<file path="src/rtl/riscv_pkg.sv">
// Shared RISC-V front-end definitions: widths, reset/NOP constants, opcodes
// and the fetch-queue entry layout.
package riscv_pkg;

  localparam int XLEN = 32;

  localparam logic [XLEN-1:0] NOP_INSTR        = 32'h0000_0013;
  localparam logic [XLEN-1:0] RESET_PC_DEFAULT = 32'h0000_0000;

  localparam logic [6:0] OPC_LUI      = 7'b0110111;
  localparam logic [6:0] OPC_AUIPC    = 7'b0010111;
  localparam logic [6:0] OPC_JAL      = 7'b1101111;
  localparam logic [6:0] OPC_JALR     = 7'b1100111;
  localparam logic [6:0] OPC_BRANCH   = 7'b1100011;
  localparam logic [6:0] OPC_LOAD     = 7'b0000011;
  localparam logic [6:0] OPC_STORE    = 7'b0100011;
  localparam logic [6:0] OPC_OP_IMM   = 7'b0010011;
  localparam logic [6:0] OPC_OP       = 7'b0110011;
  localparam logic [6:0] OPC_MISC_MEM = 7'b0001111;
  localparam logic [6:0] OPC_SYSTEM   = 7'b1110011;

  typedef struct packed {
    logic [XLEN-1:0] pc;
    logic [XLEN-1:0] instr;
  } fq_entry_t;

  // Sequential word address; wraps modulo 2^XLEN.
  function automatic logic [XLEN-1:0] pc_next(input logic [XLEN-1:0] pc);
    return pc + XLEN'(4);
  endfunction

endpackage

</file>
<file path="src/rtl/if_stage_if.sv">
// Instruction-memory request/grant/response bus between fetch and imem.
interface if_stage_if;
  import riscv_pkg::*;

  logic            imem_req;
  logic [XLEN-1:0] imem_addr;
  logic            imem_gnt;
  logic            imem_rvalid;
  logic [XLEN-1:0] imem_rdata;

  modport master (
    output imem_req, imem_addr,
    input  imem_gnt, imem_rvalid, imem_rdata
  );

  modport slave (
    input  imem_req, imem_addr,
    output imem_gnt, imem_rvalid, imem_rdata
  );

endinterface

</file>
<file path="src/rtl/fetch_fifo.sv">
// Small synchronous FIFO of {pc, instr}; when empty the head keeps showing the
// last entry consumed so decode-facing outputs hold their previous values.
module fetch_fifo
  import riscv_pkg::*;
#(
  parameter int              DEPTH    = 2,
  parameter logic [XLEN-1:0] RESET_PC = RESET_PC_DEFAULT,
  localparam int             AW       = $clog2(DEPTH),
  localparam int             CW       = AW + 1
) (
  input  logic          clk,
  input  logic          rst,
  input  logic          push,
  input  fq_entry_t     push_data,
  input  logic          pop,
  input  logic          flush,
  output logic          full,
  output logic          empty,
  output logic [CW-1:0] count,
  output fq_entry_t     head
);

  fq_entry_t         mem [DEPTH];
  fq_entry_t         last;
  logic [AW-1:0]     rd_ptr, wr_ptr;
  logic              do_push, do_pop;

  assign empty   = (count == '0);
  assign full    = (count == CW'(DEPTH));
  assign do_push = push && !full;
  assign do_pop  = pop && !empty;

  always_ff @(posedge clk or posedge rst) begin
    if (rst) begin
      rd_ptr <= '0;
      wr_ptr <= '0;
      count  <= '0;
      last   <= '{pc: RESET_PC, instr: NOP_INSTR};
    end else begin
      // A pop in a flush cycle is still a consumed entry.
      if (do_pop) last <= mem[rd_ptr];
      if (flush) begin
        rd_ptr <= '0;
        wr_ptr <= '0;
        count  <= '0;
      end else begin
        if (do_push) wr_ptr <= wr_ptr + AW'(1);
        if (do_pop)  rd_ptr <= rd_ptr + AW'(1);
        count <= count + CW'(do_push) - CW'(do_pop);
      end
    end
  end

  always_ff @(posedge clk) begin
    if (do_push && !flush) mem[wr_ptr] <= push_data;
  end

  assign head = empty ? last : mem[rd_ptr];

  a_no_overflow: assert property (@(posedge clk) disable iff (rst) !(push && full));

endmodule

</file>
<file path="src/rtl/if_stage.sv">
// Instruction-fetch stage: PC generation, credit-limited imem requests,
// stale-response discard on redirect, and the decode-facing fetch queue.
module if_stage
  import riscv_pkg::*;
#(
  parameter logic [XLEN-1:0] RESET_PC = RESET_PC_DEFAULT,
  parameter int              FQ_DEPTH = 2
) (
  input  logic            clk,
  input  logic            rst,
  input  logic            redirect_valid,
  input  logic [XLEN-1:0] redirect_pc,
  if_stage_if.master      imem,
  output logic            instr_valid,
  input  logic            id_ready,
  output logic [XLEN-1:0] instrCode,
  output logic [XLEN-1:0] PC,
  output logic [XLEN-1:0] PC_4
);

  localparam int CW = $clog2(FQ_DEPTH) + 1;

  logic [XLEN-1:0] fetch_pc, rsp_pc, target;
  logic [CW-1:0]   count, outstanding, discard, out_next;
  logic [CW:0]     credit_used;
  logic            gnt_fire, rsp, drop, push, pop;
  logic            fq_full, fq_empty;
  fq_entry_t       head;

  // Queued plus in-flight words never exceed the queue depth, so a
  // response always has a free slot.
  assign credit_used   = {1'b0, count} + {1'b0, outstanding};
  assign imem.imem_req  = !rst && (credit_used < (CW+1)'(FQ_DEPTH));
  assign imem.imem_addr = fetch_pc;

  assign gnt_fire = imem.imem_req && imem.imem_gnt;
  assign rsp      = imem.imem_rvalid && (outstanding != '0);
  assign drop     = rsp && (discard != '0);
  assign push     = rsp && !drop && !redirect_valid;
  assign pop      = instr_valid && id_ready;
  assign out_next = outstanding + CW'(gnt_fire) - CW'(rsp);
  assign target   = redirect_pc & ~32'h3;

  always_ff @(posedge clk or posedge rst) begin
    if (rst) begin
      fetch_pc    <= RESET_PC;
      rsp_pc      <= RESET_PC;
      outstanding <= '0;
      discard     <= '0;
    end else begin
      outstanding <= out_next;
      if (redirect_valid) begin
        // Everything still in flight after this edge belongs to the old path.
        fetch_pc <= target;
        rsp_pc   <= target;
        discard  <= out_next;
      end else begin
        if (gnt_fire) fetch_pc <= pc_next(fetch_pc);
        if (push)     rsp_pc   <= pc_next(rsp_pc);
        if (drop)     discard  <= discard - CW'(1);
      end
    end
  end

  fetch_fifo #(
    .DEPTH    (FQ_DEPTH),
    .RESET_PC (RESET_PC)
  ) u_fq (
    .clk       (clk),
    .rst       (rst),
    .push      (push),
    .push_data ('{pc: rsp_pc, instr: imem.imem_rdata}),
    .pop       (pop),
    .flush     (redirect_valid),
    .full      (fq_full),
    .empty     (fq_empty),
    .count     (count),
    .head      (head)
  );

  assign instr_valid = !fq_empty;
  assign instrCode   = head.instr;
  assign PC          = head.pc;
  assign PC_4        = pc_next(head.pc);

  a_req_has_room: assert property (@(posedge clk) disable iff (rst)
                                   imem.imem_req |-> !fq_full);

endmodule

</file>
<file path="src/flat_wrapper.sv">
// flat-port wrapper written by rule: the top's interface ports become plain ports
module if_stage_flat import riscv_pkg::*;
#(
  parameter logic [XLEN-1:0] RESET_PC = RESET_PC_DEFAULT,
  parameter int              FQ_DEPTH = 2
)
  (clk, rst, redirect_valid, redirect_pc, instr_valid, id_ready, instrCode, PC, PC_4, imem_imem_req, imem_imem_addr, imem_imem_gnt, imem_imem_rvalid, imem_imem_rdata);
  if_stage_if imem_i ();
  input  logic clk;
  input  logic rst;
  input  logic redirect_valid;
  input  logic [XLEN-1:0] redirect_pc;
  output logic instr_valid;
  input  logic id_ready;
  output logic [XLEN-1:0] instrCode;
  output logic [XLEN-1:0] PC;
  output logic [XLEN-1:0] PC_4;
  output wire logic [$bits(imem_i.imem_req)-1:0] imem_imem_req;
  output wire logic [$bits(imem_i.imem_addr)-1:0] imem_imem_addr;
  input wire logic [$bits(imem_i.imem_gnt)-1:0] imem_imem_gnt;
  input wire logic [$bits(imem_i.imem_rvalid)-1:0] imem_imem_rvalid;
  input wire logic [$bits(imem_i.imem_rdata)-1:0] imem_imem_rdata;
  assign imem_imem_req = imem_i.imem_req;
  assign imem_imem_addr = imem_i.imem_addr;
  assign imem_i.imem_gnt = imem_imem_gnt;
  assign imem_i.imem_rvalid = imem_imem_rvalid;
  assign imem_i.imem_rdata = imem_imem_rdata;
  if_stage #(.RESET_PC(RESET_PC), .FQ_DEPTH(FQ_DEPTH)) u_core (.clk(clk), .rst(rst), .redirect_valid(redirect_valid), .redirect_pc(redirect_pc), .imem(imem_i), .instr_valid(instr_valid), .id_ready(id_ready), .instrCode(instrCode), .PC(PC), .PC_4(PC_4));
endmodule
</file>
<file path="config.mk">
export PLATFORM = sky130hd
export DESIGN_NAME = if_stage_flat
export DESIGN_NICKNAME = d
export VERILOG_FILES = /design/src/rtl/riscv_pkg.sv /design/src/rtl/if_stage_if.sv /design/src/rtl/fetch_fifo.sv /design/src/rtl/if_stage.sv /design/src/flat_wrapper.sv
export SDC_FILE = /design/constraint.sdc
export NUM_CORES = 1
export LEC_CHECK = 0
export ABC_AREA = 1
export BUFFER_PORTS_ARGS = -buffer_cell sky130_fd_sc_hd__buf_2
export CORE_MARGIN = 5
export CORE_UTILIZATION = 55
export CTS_BUF_LIST = sky130_fd_sc_hd__clkbuf_8
export DETAILED_ROUTE_END_ITERATION = 10
export GPL_TIMING_DRIVEN = 0
export PLACE_DENSITY = 0.87
export SLEW_MARGIN = 25
export SYNTH_ARGS = -nofsm -noshare
export SYNTH_HDL_FRONTEND = slang
export SYNTH_SLANG_ARGS = --single-unit
</file>
<file path="constraint.sdc">
create_clock -name clk -period 4.8 [get_ports clk]
set_input_delay 0.48 -clock clk [delete_from_list [all_inputs] [get_ports clk]]
set_output_delay 0.48 -clock clk [all_outputs]
set_load 0.01 [all_outputs]
</file>
==> out/qor.yml <==
status: "completed"
tns_ps: 0
firstDrtPassIters: 5
synthArstFlopShare_pct: 51.2
grtUsageTotal_pct: 26.9
wl_per_cell_um: 17.0
clock_latency_ps: 540
ys_ff_latch: 254
fin_cells: 2272
grt_max_degree: 93
setup_viol: 0
drive_gt1_share_pct: 18.7
tightestPinTransition_ps: 973
synth_ff_type: "dfrtp_1"
synth_common_cells: "nand2_1 (632), inv_1 (144), dfrtp_1 (127), nor2_1 (127), edfxtp_1 (124)"
min_path_type: "input pin to flip-flop"
ir_worst_vdd_mv: 0.463
grt_overflow: 0
crit_path_end_kind: "primary output"
slew_violations: 0
final_hold_viol_count: 0
arrival_ps: 3150
start_util_pct: 55.8
root_buffer: "clkbuf_8"
dpl_cell_area_sq_um: 15100
synth_edf_count: 124
cts_buffers: 41
vias_per_cell: 5.50
postCtsSetupBuffers: 0
grt_antenna_before_repair: 1
final_cell_area_sq_um: 15800
ys_types: 48
dr.first_iter.drc_count: 1162
cap_violations: 0
syn_area_sq_um: 13500
synthTopCellsByArea: "edfxtp_1 (28%), dfrtp_1 (23%), nand2_1 (18%)"
cts_tree: "built"
drc_errors: 0
p_leak_nw: 7.31
crit_type: "flip-flop to primary output"
place_hpwl_um: 28600
netlist_instances: 1673
coreArea_sq_um: 24200
ctsResizeCount: 0
io_pins: 200
fmax_mhz: 276
avgSynthCellArea_sq_um: 8.09
num_vias: 12506
critPathMaxFanout: 10
synth_top_area_share_pct: 27.5
power_density_nw_per_um2: 628
cts.clk_slew.worst_paths_ps: 70
synth-seq-area-share_pct: 51.6
fin_crit_sh_pct: 75.6
rsz0062_at_grt: "no"
yosys.area.top_type: "edfxtp_1"
synth_most_common_cell: "nand2_1"
wl_um: 38600
grt_pass1_wl_um: 61400
worst_setup_path_start_kind: "flip-flop"
die-area_sq_um: 27800
layout.nets: 1996
grt_pass1_vias: 12140
fin_crit_ps: 3630
gp_congestion: 0.988
cp_data_required_time_ps: 4320
io_buffers: 190
clock_sinks: 254
fin_skew_ps: 28.0
std_cell_rows: 57
slew_headroom_pct: 34.5
syn_to_final_growth_pct: 16.9
dp.cells: 2197
die_w_um: 167
yosysWarnings: 0
final_antenna_net_count: 0
htree_levels: 2
clock_path_buffers: 3
die_h_um: 167
## flip-flops by register name (all words and copies together), names as in the netlist
register	count
u_core.discard	2
u_core.imem.imem_addr	30
u_core.outstanding	2
u_core.rsp_pc	30
u_core.u_fq.count	2
u_core.u_fq.last	62
u_core.u_fq.mem	124
u_core.u_fq.rd_ptr	1
u_core.u_fq.wr_ptr	1
## what timing repair did
action / 4_1_cts / 5_1_grt
hold endpoints to repair: 38 / 0
hold buffers: 1 / 0
endpoints found under the setup margin: 0 / 0
## metal layers
| layer | share of wire (%) | track usage, % |
|---|---|---|
| met5 | 0 | 0 |
| met4 | 3.5 | 10.7 |
| met3 | 9.6 | 4.55 |
| met2 | 48 | 44.1 |
| met1 | 39 | 36.1 |
## cells in the final DEF, fill, tap and decap left out, types with 21 or more instances in the layout
cell / netlist / final
nand2_1: 632 / 632
buf_2: 8 / 198
inv_1: 144 / 163
dfrtp_1: 127 / 127
nor2_1: 127 / 125
edfxtp_1: 124 / 124
o21ai_0: 116 / 116
nand3_1: 77 / 77
nand2_2: 48 / 48
clkbuf_8: 0 / 45
a21oi_1: 43 / 43
clkbuf_1: 32 / 32
xor2_1: 21 / 21
## cells by family after synthesis
group	share of synthesized area, %
other	0.0277
xor gates and xnor gates	2.07
buffers and inverters	7.21
adders and majority gates	0.888
AOI/OAI and AO/OA	8.50
DFF	51.6
and+or+nand+nor	29.7
## power by group
group          internal [mW]  total (mW)  switching, mW
sequential              2.81        3.17          0.362
clock                  0.859        1.68          0.823
combinational           1.70        5.08           3.38
## path summary, 6_finish.rpt
kind,slack (ps),end,depth (start not counted),start
setup reg to reg,2020,u_core.u_fq.mem[0][43]$_DFFE_PP_,9,u_core.discard[0]$_DFFE_PP0P_
max in group asynchronous,3470,u_core.rsp_pc[21]$_DFFE_PP0N_,4,rst
hold reg to reg,510,u_core.u_fq.last[1]$_DFFE_PP1P_,2,u_core.u_fq.last[1]$_DFFE_PP1P_
hold / removal,140,u_core.u_fq.mem[1][22]$_DFFE_PP_,1,imem_imem_rdata[22]
min in group asynchronous,470,u_core.imem.imem_addr[2]$_DFFE_PP0P_,3,rst
setup / recovery,1170,PC_4[16],13,u_core.u_fq.count[1]$_DFF_PP0_
## metrics by stage
stage                     worst slack (ps)  power, mW  hold slack [ps]  utilization [%]
after floorplan                        546       6.33              464                -
after global placement               -1110       8.01              483             61.5
after detailed placement              1760       8.21              487             62.1
after CTS                             1180       9.91              101             65.2
after global routing                  1030       10.6              101             65.2
final                                 1170       9.93              136             65.2
## critical path, stage by stage, from the launching register on
cell and delay (ps):
dfrtp_1 450, inv_2 80, nand2_4 120, inv_4 50, buf_8 140, nand2_1 100, o21ai_4 90, inv_1 220
ha_1 360, nand3_2 220, nor2_1 370, nand2_1 120, xor2_1 140, buf_2 140
## layout make-up
class,count,area [sq um]
clock buffer,45,619
fill,1988,8440
multi-input combinational,1205,5610
tap,324,405
sequential,254,6980
clock inverter,28,115
antenna,1,2.50
inverter,153,592
buffer,66,390
timing repair buffer,196,1100
Note: power is estimated with default switching activity, not from simulation.
